**src/rtl/dpram_arbiter_if.sv**
```systemverilog
// Requester and RAM-side bundle for dpram_arbiter: four requester lanes plus one dual-port RAM.
// Latency: none. Backpressure: none, because requesters hold their request until they see gnt.
interface dpram_arbiter_if #(
    parameter int AW = 6,
    parameter int DW = 64
);
    logic [3:0]      req;
    logic [3:0]      we;
    logic [4*AW-1:0] addr;
    logic [4*DW-1:0] wdata;
    logic [3:0]      gnt;
    logic [3:0]      rvalid;
    logic [4*DW-1:0] rdata;
    logic [1:0]      ram_rw;
    logic [AW-1:0]   ram_addr_a;
    logic [AW-1:0]   ram_addr_b;
    logic [DW-1:0]   ram_din_a;
    logic [DW-1:0]   ram_din_b;
    logic [DW-1:0]   ram_dout_a;
    logic [DW-1:0]   ram_dout_b;

    modport slave (
        input  req, we, addr, wdata, ram_dout_a, ram_dout_b,
        output gnt, rvalid, rdata, ram_rw, ram_addr_a, ram_addr_b, ram_din_a, ram_din_b
    );

    modport master (
        output req, we, addr, wdata, ram_dout_a, ram_dout_b,
        input  gnt, rvalid, rdata, ram_rw, ram_addr_a, ram_addr_b, ram_din_a, ram_din_b
    );
endinterface

```
**src/rtl/dpram_arbiter.sv**
```systemverilog
// Round-robin arbiter that grants up to two of four requesters onto dual-port RAM ports A and B. Optional macro DPRAM_ARB_STATS_EN adds the grant and conflict counters.
// Latency: gnt is combinational; RAM command is registered one cycle after the grant; read data returns two cycles after the grant.
// Backpressure: none. The pipeline never stalls, and a requester that is not granted simply keeps requesting.
module dpram_arbiter #(
    parameter int AW = 6,
    parameter int DW = 64
) (
    input  logic               clk,
    input  logic               rst_n,
    dpram_arbiter_if.slave     bus
`ifdef DPRAM_ARB_STATS_EN
    ,
    output logic [15:0]        grant_count,
    output logic [15:0]        conflict_count
`endif
);

    logic [1:0]    ptr;
    logic          cand_a_vld, cand_b_vld;
    logic [1:0]    cand_a, cand_b, scan_idx, last_idx;
    logic [AW-1:0] addr_a_c, addr_b_c;
    logic [DW-1:0] wdata_a_c, wdata_b_c;
    logic          we_a_c, we_b_c, conflict, gnt_a, gnt_b;
    logic [3:0]    gnt_c;

    logic [1:0]    ram_rw_q;
    logic [AW-1:0] ram_addr_a_q, ram_addr_b_q;
    logic [DW-1:0] ram_din_a_q, ram_din_b_q;

    // Index 0 of each vector is port A and index 1 is port B.
    logic [1:0]    rd1_vld, rd2_vld;
    logic [1:0]    rd1_id_a, rd1_id_b, rd2_id_a, rd2_id_b;

    logic [3:0]      rvalid_c;
    logic [4*DW-1:0] rdata_c;

    always_comb begin
        cand_a_vld = 1'b0;
        cand_b_vld = 1'b0;
        cand_a     = '0;
        cand_b     = '0;
        scan_idx   = '0;
        for (int k = 0; k < 4; k++) begin
            scan_idx = ptr + 2'(k);
            if (bus.req[scan_idx]) begin
                if (!cand_a_vld) begin
                    cand_a_vld = 1'b1;
                    cand_a     = scan_idx;
                end else if (!cand_b_vld) begin
                    cand_b_vld = 1'b1;
                    cand_b     = scan_idx;
                end
            end
        end
        addr_a_c  = bus.addr[cand_a*AW +: AW];
        addr_b_c  = bus.addr[cand_b*AW +: AW];
        wdata_a_c = bus.wdata[cand_a*DW +: DW];
        wdata_b_c = bus.wdata[cand_b*DW +: DW];
        we_a_c    = bus.we[cand_a];
        we_b_c    = bus.we[cand_b];
        // A second candidate that hits the same word as a write defers to the next scan.
        conflict  = cand_a_vld && cand_b_vld && (addr_a_c == addr_b_c) && (we_a_c || we_b_c);
        gnt_a     = rst_n && cand_a_vld;
        gnt_b     = rst_n && cand_b_vld && !conflict;
        gnt_c     = '0;
        if (gnt_a) gnt_c[cand_a] = 1'b1;
        if (gnt_b) gnt_c[cand_b] = 1'b1;
        last_idx  = gnt_b ? cand_b : cand_a;
    end

    always_ff @(posedge clk or negedge rst_n) begin
        if (!rst_n) begin
            ptr          <= '0;
            ram_rw_q     <= '0;
            ram_addr_a_q <= '0;
            ram_addr_b_q <= '0;
            ram_din_a_q  <= '0;
            ram_din_b_q  <= '0;
            rd1_vld      <= '0;
            rd2_vld      <= '0;
            rd1_id_a     <= '0;
            rd1_id_b     <= '0;
            rd2_id_a     <= '0;
            rd2_id_b     <= '0;
        end else begin
            if (gnt_a) ptr <= last_idx + 2'd1;
            ram_rw_q <= {gnt_b && we_b_c, gnt_a && we_a_c};
            if (gnt_a) begin
                ram_addr_a_q <= addr_a_c;
                ram_din_a_q  <= wdata_a_c;
            end
            if (gnt_b) begin
                ram_addr_b_q <= addr_b_c;
                ram_din_b_q  <= wdata_b_c;
            end
            rd1_vld  <= {gnt_b && !we_b_c, gnt_a && !we_a_c};
            rd1_id_a <= cand_a;
            rd1_id_b <= cand_b;
            rd2_vld  <= rd1_vld;
            rd2_id_a <= rd1_id_a;
            rd2_id_b <= rd1_id_b;
        end
    end

    // The RAM presents read data in the cycle after it samples the command, so route it straight through.
    always_comb begin
        rvalid_c = '0;
        rdata_c  = '0;
        if (rd2_vld[0]) begin
            rvalid_c[rd2_id_a]             = 1'b1;
            rdata_c[rd2_id_a*DW +: DW]     = bus.ram_dout_a;
        end
        if (rd2_vld[1]) begin
            rvalid_c[rd2_id_b]             = 1'b1;
            rdata_c[rd2_id_b*DW +: DW]     = bus.ram_dout_b;
        end
    end

    assign bus.gnt        = gnt_c;
    assign bus.rvalid     = rvalid_c;
    assign bus.rdata      = rdata_c;
    assign bus.ram_rw     = ram_rw_q;
    assign bus.ram_addr_a = ram_addr_a_q;
    assign bus.ram_addr_b = ram_addr_b_q;
    assign bus.ram_din_a  = ram_din_a_q;
    assign bus.ram_din_b  = ram_din_b_q;

`ifdef DPRAM_ARB_STATS_EN
    logic [16:0] grant_sum;
    assign grant_sum = {1'b0, grant_count} + 17'(gnt_a) + 17'(gnt_b);

    always_ff @(posedge clk or negedge rst_n) begin
        if (!rst_n) begin
            grant_count    <= '0;
            conflict_count <= '0;
        end else begin
            grant_count <= grant_sum[16] ? 16'hFFFF : grant_sum[15:0];
            if (conflict && conflict_count != 16'hFFFF)
                conflict_count <= conflict_count + 16'd1;
        end
    end
`endif

endmodule
```
**src/flat_wrapper.sv**
```systemverilog
// flat-port wrapper written by rule: the top's interface ports become plain ports
module dpram_arbiter_flat 
#(
    parameter int AW = 6,
    parameter int DW = 64
)
  (clk, rst_n, bus_req, bus_we, bus_addr, bus_wdata, bus_ram_dout_a, bus_ram_dout_b, bus_gnt, bus_rvalid, bus_rdata, bus_ram_rw, bus_ram_addr_a, bus_ram_addr_b, bus_ram_din_a, bus_ram_din_b);
  dpram_arbiter_if #(.AW(AW), .DW(DW)) bus_i ();
  input  logic clk;
  input  logic rst_n;
  input wire logic [$bits(bus_i.req)-1:0] bus_req;
  input wire logic [$bits(bus_i.we)-1:0] bus_we;
  input wire logic [$bits(bus_i.addr)-1:0] bus_addr;
  input wire logic [$bits(bus_i.wdata)-1:0] bus_wdata;
  input wire logic [$bits(bus_i.ram_dout_a)-1:0] bus_ram_dout_a;
  input wire logic [$bits(bus_i.ram_dout_b)-1:0] bus_ram_dout_b;
  output wire logic [$bits(bus_i.gnt)-1:0] bus_gnt;
  output wire logic [$bits(bus_i.rvalid)-1:0] bus_rvalid;
  output wire logic [$bits(bus_i.rdata)-1:0] bus_rdata;
  output wire logic [$bits(bus_i.ram_rw)-1:0] bus_ram_rw;
  output wire logic [$bits(bus_i.ram_addr_a)-1:0] bus_ram_addr_a;
  output wire logic [$bits(bus_i.ram_addr_b)-1:0] bus_ram_addr_b;
  output wire logic [$bits(bus_i.ram_din_a)-1:0] bus_ram_din_a;
  output wire logic [$bits(bus_i.ram_din_b)-1:0] bus_ram_din_b;
  assign bus_i.req = bus_req;
  assign bus_i.we = bus_we;
  assign bus_i.addr = bus_addr;
  assign bus_i.wdata = bus_wdata;
  assign bus_i.ram_dout_a = bus_ram_dout_a;
  assign bus_i.ram_dout_b = bus_ram_dout_b;
  assign bus_gnt = bus_i.gnt;
  assign bus_rvalid = bus_i.rvalid;
  assign bus_rdata = bus_i.rdata;
  assign bus_ram_rw = bus_i.ram_rw;
  assign bus_ram_addr_a = bus_i.ram_addr_a;
  assign bus_ram_addr_b = bus_i.ram_addr_b;
  assign bus_ram_din_a = bus_i.ram_din_a;
  assign bus_ram_din_b = bus_i.ram_din_b;
  dpram_arbiter #(.AW(AW), .DW(DW)) u_core (.clk(clk), .rst_n(rst_n), .bus(bus_i));
endmodule
```
**config.mk**
```make
export PLATFORM = sky130hd
export DESIGN_NAME = dpram_arbiter_flat
export DESIGN_NICKNAME = d
export VERILOG_FILES = /design/src/rtl/dpram_arbiter_if.sv /design/src/rtl/dpram_arbiter.sv /design/src/flat_wrapper.sv
export SDC_FILE = /design/constraint.sdc
export NUM_CORES = 1
export LEC_CHECK = 0
export BUFFER_PORTS_ARGS = -buffer_cell sky130_fd_sc_hd__clkbuf_2
export CAP_MARGIN = 30
export CORE_AREA = 3 3 321 323
export DETAILED_ROUTE_END_ITERATION = 16
export DIE_AREA = 0 0 324 326
export GPL_ROUTABILITY_DRIVEN = 0
export HOLD_SLACK_MARGIN = 0.03
export PLACE_DENSITY = 0.32
export SYNTH_ARGS = -nofsm -noshare
export SYNTH_HDL_FRONTEND = slang
export SYNTH_SLANG_ARGS = --single-unit
export TNS_END_PERCENT = 50
```
**constraint.sdc**
```tcl
create_clock -name clk -period 5 [get_ports clk]
set_input_delay 0.5 -clock clk [delete_from_list [all_inputs] [get_ports clk]]
set_output_delay 0.5 -clock clk [all_outputs]
set_load 0.1 [all_outputs]
```
# Word level (Yosys, flattened, before mapping)
# Cells that the tools add are included.
classes:
  n_addsub: 6
  n_mul: 2
  n_lt_le_gt_ge: 12
  n_eq_ne: 1
  shift: 8
  mux: 53
  n_bitwise: 3
  reduce_logical: 18
ops:
  columns: ["operator", "n"]
  rows:
  - ["256-bit 2-to-1 mux", 2]
  - ["64-bit by 34-bit variable shift with 256-bit output (first input constant)", 2]
  - ["256-bit by 9-bit indexed part select with 64-bit output", 2]
  - ["64-bit by 34-bit indexed part select with 256-bit output", 2]
  - ["256-bit AND", 1]
  - ["256-bit bitwise mux", 1]
  - ["8-bit negator with 34-bit output", 2]
  - ["24-bit by 6-bit indexed part select with 6-bit output", 2]
  - ["2-bit 2-to-1 mux", 16]
  - ["2-bit by 3-bit < comparator with 1-bit output (second input constant)", 8]
  - ["1-bit 2-to-1 mux", 20]
  - ["4-bit 2-to-1 mux", 4]
  - ["1-bit logical AND", 14]
  - ["1-bit binary-select mux with 2-bit select", 6]
  - ["1-bit demux with 2-bit select", 4]
  - ["2-bit by 1-bit greater-or-equal comparator with 1-bit output (second input constant)", 4]
  - ["2-bit by 2-bit multiplier with 4-bit output (second input constant)", 2]
  - ["4-bit bitwise OR", 2]
  - ["6-bit == test", 1]
  - ["2-bit by 1-bit adder with 2-bit output (second input constant)", 2]
  - ["2-bit adder (second input constant)", 2]
  - ["1-bit logical NOT", 3]
  - ["1-bit logical OR", 1]
word_totals:
  regBits: 156
  in_bits: 418
  wordCells: 115

# Logic depth before layout (Yosys ltp)
logic_depth:
  ltp_word: 20
  ltp_mapped: 18
  ltp_nobuf: 13

# Worst setup path before layout
# OpenSTA, ideal clock, no wires.
synth_path:
  path_kind: "input port to output port"
  startpoint: "in bus_req[0]"
  endpoint: "out bus_gnt[0]"
  arrival_time_ps: 5198
  t_required_ps: 4500
  setup_slack_ps: -698
  path_stages: 14
  n_path_buf: 2
  path_cell_list: "buf_2 > buf_4 > nor2_1 > o31ai_1 > ha_1 > mux2i_1 > o21ai_1 > a31oi_4 > mux2i_1 > nor3_1 > o221ai_1 > o31ai_2 > a31o_2 > o31ai_1"
synth_between:
  elab_chain_cells: 19
synth_lines:
  columns: ["element", "line_no", "rtl"]
  rows:
  - ["from (decl)", "flat_wrapper.sv:11", "input wire logic [$bits(bus_i.req)-1:0] bus_req;"]
  - ["1-bit binary-select mux with 2-bit select", "dpram_arbiter.sv:45", "if (bus.req[scan_idx]) begin"]
  - ["1-bit 2-to-1 mux (implied by the code)", "dpram_arbiter.sv:45", null]
  - ["1-bit 2-to-1 mux", "dpram_arbiter.sv:45", null]
  - ["2-bit 2-to-1 mux / 1-bit 2-to-1 mux (equally long branches)", "dpram_arbiter.sv:46", "if (!cand_a_vld) begin"]
  - ["2-bit 2-to-1 mux / 1-bit 2-to-1 mux (equally long branches)", "dpram_arbiter.sv:45", null]
  - ["2-bit 2-to-1 mux", "dpram_arbiter.sv:49", "end else if (!cand_b_vld) begin"]
  - ["2-bit 2-to-1 mux", "dpram_arbiter.sv:46", null]
  - ["2-bit 2-to-1 mux", "dpram_arbiter.sv:45", null]
  - ["(+2 left out)", null, null]
  - ["2-bit 2-to-1 mux", "dpram_arbiter.sv:45", null]
  - ["2-bit by 2-bit multiplier with 4-bit output", "dpram_arbiter.sv:56", "addr_b_c = bus.addr[cand_b*AW +: AW];"]
  - ["24-bit by 6-bit indexed part select with 6-bit output", "dpram_arbiter.sv:56", null]
  - ["6-bit == test", "dpram_arbiter.sv:62", "conflict = cand_a_vld && cand_b_vld && (addr_a_c == addr_b_c) && (we_a_c || we_b_c);"]
  - ["1-bit logical AND (2 in series)", "dpram_arbiter.sv:62", null]
  - ["1-bit logical NOT", "dpram_arbiter.sv:64", "gnt_b = rst_n && cand_b_vld && !conflict;"]
  - ["1-bit logical AND", "dpram_arbiter.sv:64", null]
  - ["4-bit 2-to-1 mux *", "dpram_arbiter.sv:67", "if (gnt_b) gnt_c[cand_b] = 1'b1;"]
  - ["to (decl)", "flat_wrapper.sv:17", "output wire logic [$bits(bus_i.gnt)-1:0] bus_gnt;"]
# Mark *: on every way between the ends. The rest lies on a longest branch, timed or not. The select of a mux whose other input is x is not followed.

# Final worst setup path
layout_path:
  startpoint: "reg u_core.ptr[1]"
  endpoint: "out bus_gnt[3]"
layout_between:
  elab_chain_cells: 19
layout_lines:
  columns: ["element", "line_no", "rtl"]
  rows:
  - ["from (decl)", "dpram_arbiter.sv:18", "logic [1:0] ptr;"]
  - ["from (signal assigned)", "dpram_arbiter.sv:86", "if (gnt_a) ptr <= last_idx + 2'd1;"]
  - ["parallel branches: the longest is 18 deep, another holds 2-bit by 2-bit multiplier with 4-bit output", null, null]
  - ["4-bit 2-to-1 mux *", "dpram_arbiter.sv:67", null]
# Every way passes the cells marked *. The select of a mux whose other input is x is not followed.

==> flow_summary.json <==
{
  "grt_antenna_before_repair": 21,
  "place.detailed.hpwl_mm": 66.8,
  "min-delay-start": "u_core.rd1_id_b[0]",
  "dpl_cell_area_um2": 19500,
  "synth_fp_nets": 2158,
  "ys_ff_latch": 156,
  "maxCapViolCount": 0,
  "setup_violations": 0,
  "area_delta_synth_final_pct": 46.0,
  "wl_per_cell_um": 22.7,
  "gr-total-overflow": 0,
  "n_fill_cell": 11300,
  "yosysWarnings": 0,
  "cp_data_arrival_time_ns": 4.24,
  "start_util_pct": 13.8,
  "portBuffers": 823,
  "grt_pass1_wl_mm": 121,
  "rsz0062_at_grt": "no",
  "synth_async_sr_flop_share_pct": 100,
  "r2r_slack_ns": 0.74,
  "clkSlewWorstSetupHoldPaths_ns": 0.07,
  "cpMaxStageDelayCell": "dfrtp_2",
  "ant_nets": 0,
  "die_h_um": 326,
  "crit_fanout": 9,
  "min_to": "u_core.rd2_id_b[0]",
  "htreeDepth": 4,
  "multi_input_area_um2": 9300,
  "critPathRequiredTime_ns": 4.50,
  "p_leak_nw": 10.0,
  "path_cells": "and2b_1 -> or3_1 -> o31ai_1 -> ha_1 -> mux2i_1 -> o21ai_1 -> a31oi_4 -> buf_12 -> buf_4 -> o21ai_1 -> and3_1 -> nor4_4 -> a31oi_4 -> a32o_2 -> buf_12",
  "clk_latency_ns": 0.49,
  "yosys.area.top_type_share_pct": 28.2,
  "r2r_end": "u_core.bus.ram_din_b[23]",
  "slew_headroom_pct": 27.0,
  "ys_seq_area_share_pct": 28.2,
  "hold_path_depth": 0,
  "hold_violations": 0,
  "fin_nets": 2889,
  "post-route-min-period_ns": 4.74,
  "ir_drop_mv": 0.441,
  "cts-root-buf": "clkbuf_16",
  "layout_common_cells": "818 x clkbuf_2, 436 x nand2_1, 261 x a22o_1",
  "fmax_mhz": 211,
  "num_io_pins": 824,
  "yosysTopAreaCell": "dfrtp_1",
  "power_density_nw_per_um2": 769,
  "drive_gt1_share_pct": 43.3,
  "vias": 16500,
  "cts_tree": "built",
  "drv_slew": 0,
  "hp-class": "flop to flop",
  "synth-edff-count": 0,
  "synthCells": 1725,
  "drcViolationCount": 0,
  "ys_types": 66,
  "wirelength_mm": 85.7,
  "grt_max_degree": 141,
  "fp.dieW_um": 324,
  "cts_buffer_depth": 2,
  "layout_commonest_cell": "clkbuf_2",
  "slowest_delay_ns": 0.48,
  "worst_slew_pin_slew_ns": 1.09,
  "syn_avg_cell_area_um2": 8.03,
  "clock_sinks": 156,
  "netlist_top_cells_area": "dfrtp_1 28%, a22o_1 17%, nand2_1 12%, mux2_4 6.5%, mux2i_1 5.8%",
  "end_kind": "output port",
  "drtIter0Drc": 816,
  "grtUsageTotal_pct": 15.6,
  "timing.rr.start": "u_core.ptr[1]",
  "fin_area_um2": 20200,
  "synthFlopType": "dfrtp_1",
  "numCtsBuffers": 17,
  "setup-tns-final_ns": 0,
  "regArea_um2": 3910,
  "synthesis.area_um2": 13800,
  "timing.final.crit_share_pct": 94.7,
  "grt_pass1_vias": 16900,
  "die_area_um2": 106000,
  "reg2reg_depth": 17,
  "start_kind": "flop",
  "status": "complete, no violations",
  "avgViaCountPerCell": 4.38,
  "row_count": 116,
  "core-area_um2": 100000,
  "firstDrtPassIters": 4,
  "skew_ns": 0.0127,
  "critical_path_class": "flop to output port"
}
[routing by layer]
metal,routed length (um),vias up,track usage [%],part of all wire [%]
met5,150,-,0,0.18
met4,2920,24,5.70,3.4
met3,7710,110,5.56,9.0
met2,43500,695,28.5,51
met1,31400,7989,16.2,37
li1,-,7699,-,-
[worst max-delay path: cells and delay by family (launching register included)]
family | cells | cell delay, ns
AOI/OAI and AO/OA | 6 | 1.14
adders and majority gates | 1 | 0.31
buffers and inverters | 3 | 0.50
DFF | 1 | 0.48
muxes | 1 | 0.18
and+or+nand+nor | 4 | 1.13
[through the flow]
stage / setup WS [ns] / power (W) / utilization (%) / instances / hold WS [ns]
after floorplan: 0.177 / 0.0112 / - / 1725 / 0.204
final: 0.263 / 0.0155 / 20.2 / 3774 / 0.348
after detailed placement: 0.390 / 0.0141 / 19.4 / 3729 / 0.335
after global routing: 0.0209 / 0.0165 / 20.2 / 3771 / 0.353
after CTS: 0.00291 / 0.0158 / 20.1 / 3763 / 0.315
after global placement: 0.478 / 0.0141 / 19.4 / 3729 / 0.334
[timing repair]
item | CTS | global route
hold endpoints to repair | 48 | 0
gates resized for setup | 3 | 6
hold buffers | 1 | 0
pin swaps | 1 | 2
buffers inserted | 1 | 3
endpoints found under the setup margin | 4 | 4
[flip-flops by register name, summed over array words and instances (netlist names)]
name,flops
u_core.bus.ram_din_a,64
u_core.bus.ram_addr_b,6
u_core.ptr,2
u_core.bus.ram_rw,2
u_core.rd2_vld,2
u_core.rd1_id_b,2
u_core.bus.ram_addr_a,6
u_core.rd1_id_a,2
u_core.bus.ram_din_b,64
u_core.rd2_id_b,2
u_core.rd1_vld,2
u_core.rd2_id_a,2
[area by class of cell]
class                           instances  area share (%)
Sequential cell                       156            19.3
Clock inverter                         15           0.978
Timing Repair Buffer                  874            23.2
Inverter                               15           0.291
Tap cell                             1298            8.03
Antenna cell                            7          0.0866
Clock buffer                           17            2.10
Multi-Input combinational cell       1392            46.0
[cells by family (layout without fill, tap and decap cells)]
| logic type | Yosys count | in the layout | share of synthesized area (%) |
|---|---|---|---|
| AO/OA/AOI/OAI | 525 | 525 | 27.4 |
| adder cells (fa/ha/maj) | 16 | 16 | 1.44 |
| other | 0 | 7 | 0 |
| flip-flops | 156 | 156 | 28.2 |
| XOR/XNOR | 7 | 7 | 0.443 |
| multiplexers | 212 | 212 | 18.2 |
| AND/OR/NAND/NOR | 632 | 632 | 18.8 |
| buffers and inverters | 177 | 921 | 5.57 |
[power by group]
part | total, W | switching (W) | leakage, nW | internal [W]
Combinational | 0.0118 | 0.00900 | 7.89 | 0.00276
Clock | 0.00147 | 0.000669 | 0.305 | 0.000804
Sequential | 0.00232 | 0.000418 | 1.85 | 0.00190
[how the worst max path moves through the flow]
stage	endpoint	start	cells past startpoint
floorplan	bus_gnt[0]	bus_req[0]	14
finish	bus_gnt[3]	u_core.ptr[1]	15
global placement	bus_gnt[3]	bus_req[2]	15
CTS	bus_gnt[3]	u_core.ptr[1]	16
detailed placement	bus_gnt[3]	bus_req[2]	15
global route	bus_gnt[3]	u_core.ptr[1]	16
[synth_stat cells (all sizes together) (3+ instances only)]
| master | instances |
|---|---|
| nor2b | 5 |
| and3 | 6 |
| o31ai | 4 |
| inv | 15 |
| a31oi | 3 |
| mux2 | 131 |
| xnor2 | 5 |
| a211oi | 6 |
| buf | 52 |
| and2 | 4 |
| o21ai | 147 |
| nor4b | 3 |
| o22ai | 3 |
| nand2 | 437 |
| dfrtp | 156 |
| nand3 | 82 |
| nand3b | 3 |
| clkbuf | 110 |
| a21oi | 72 |
| ha | 15 |
| o21a | 5 |
| nor2 | 78 |
| mux2i | 80 |
| a22o | 262 |
| nor3 | 4 |
No activity file was read; power rests on OpenSTA's default activity.
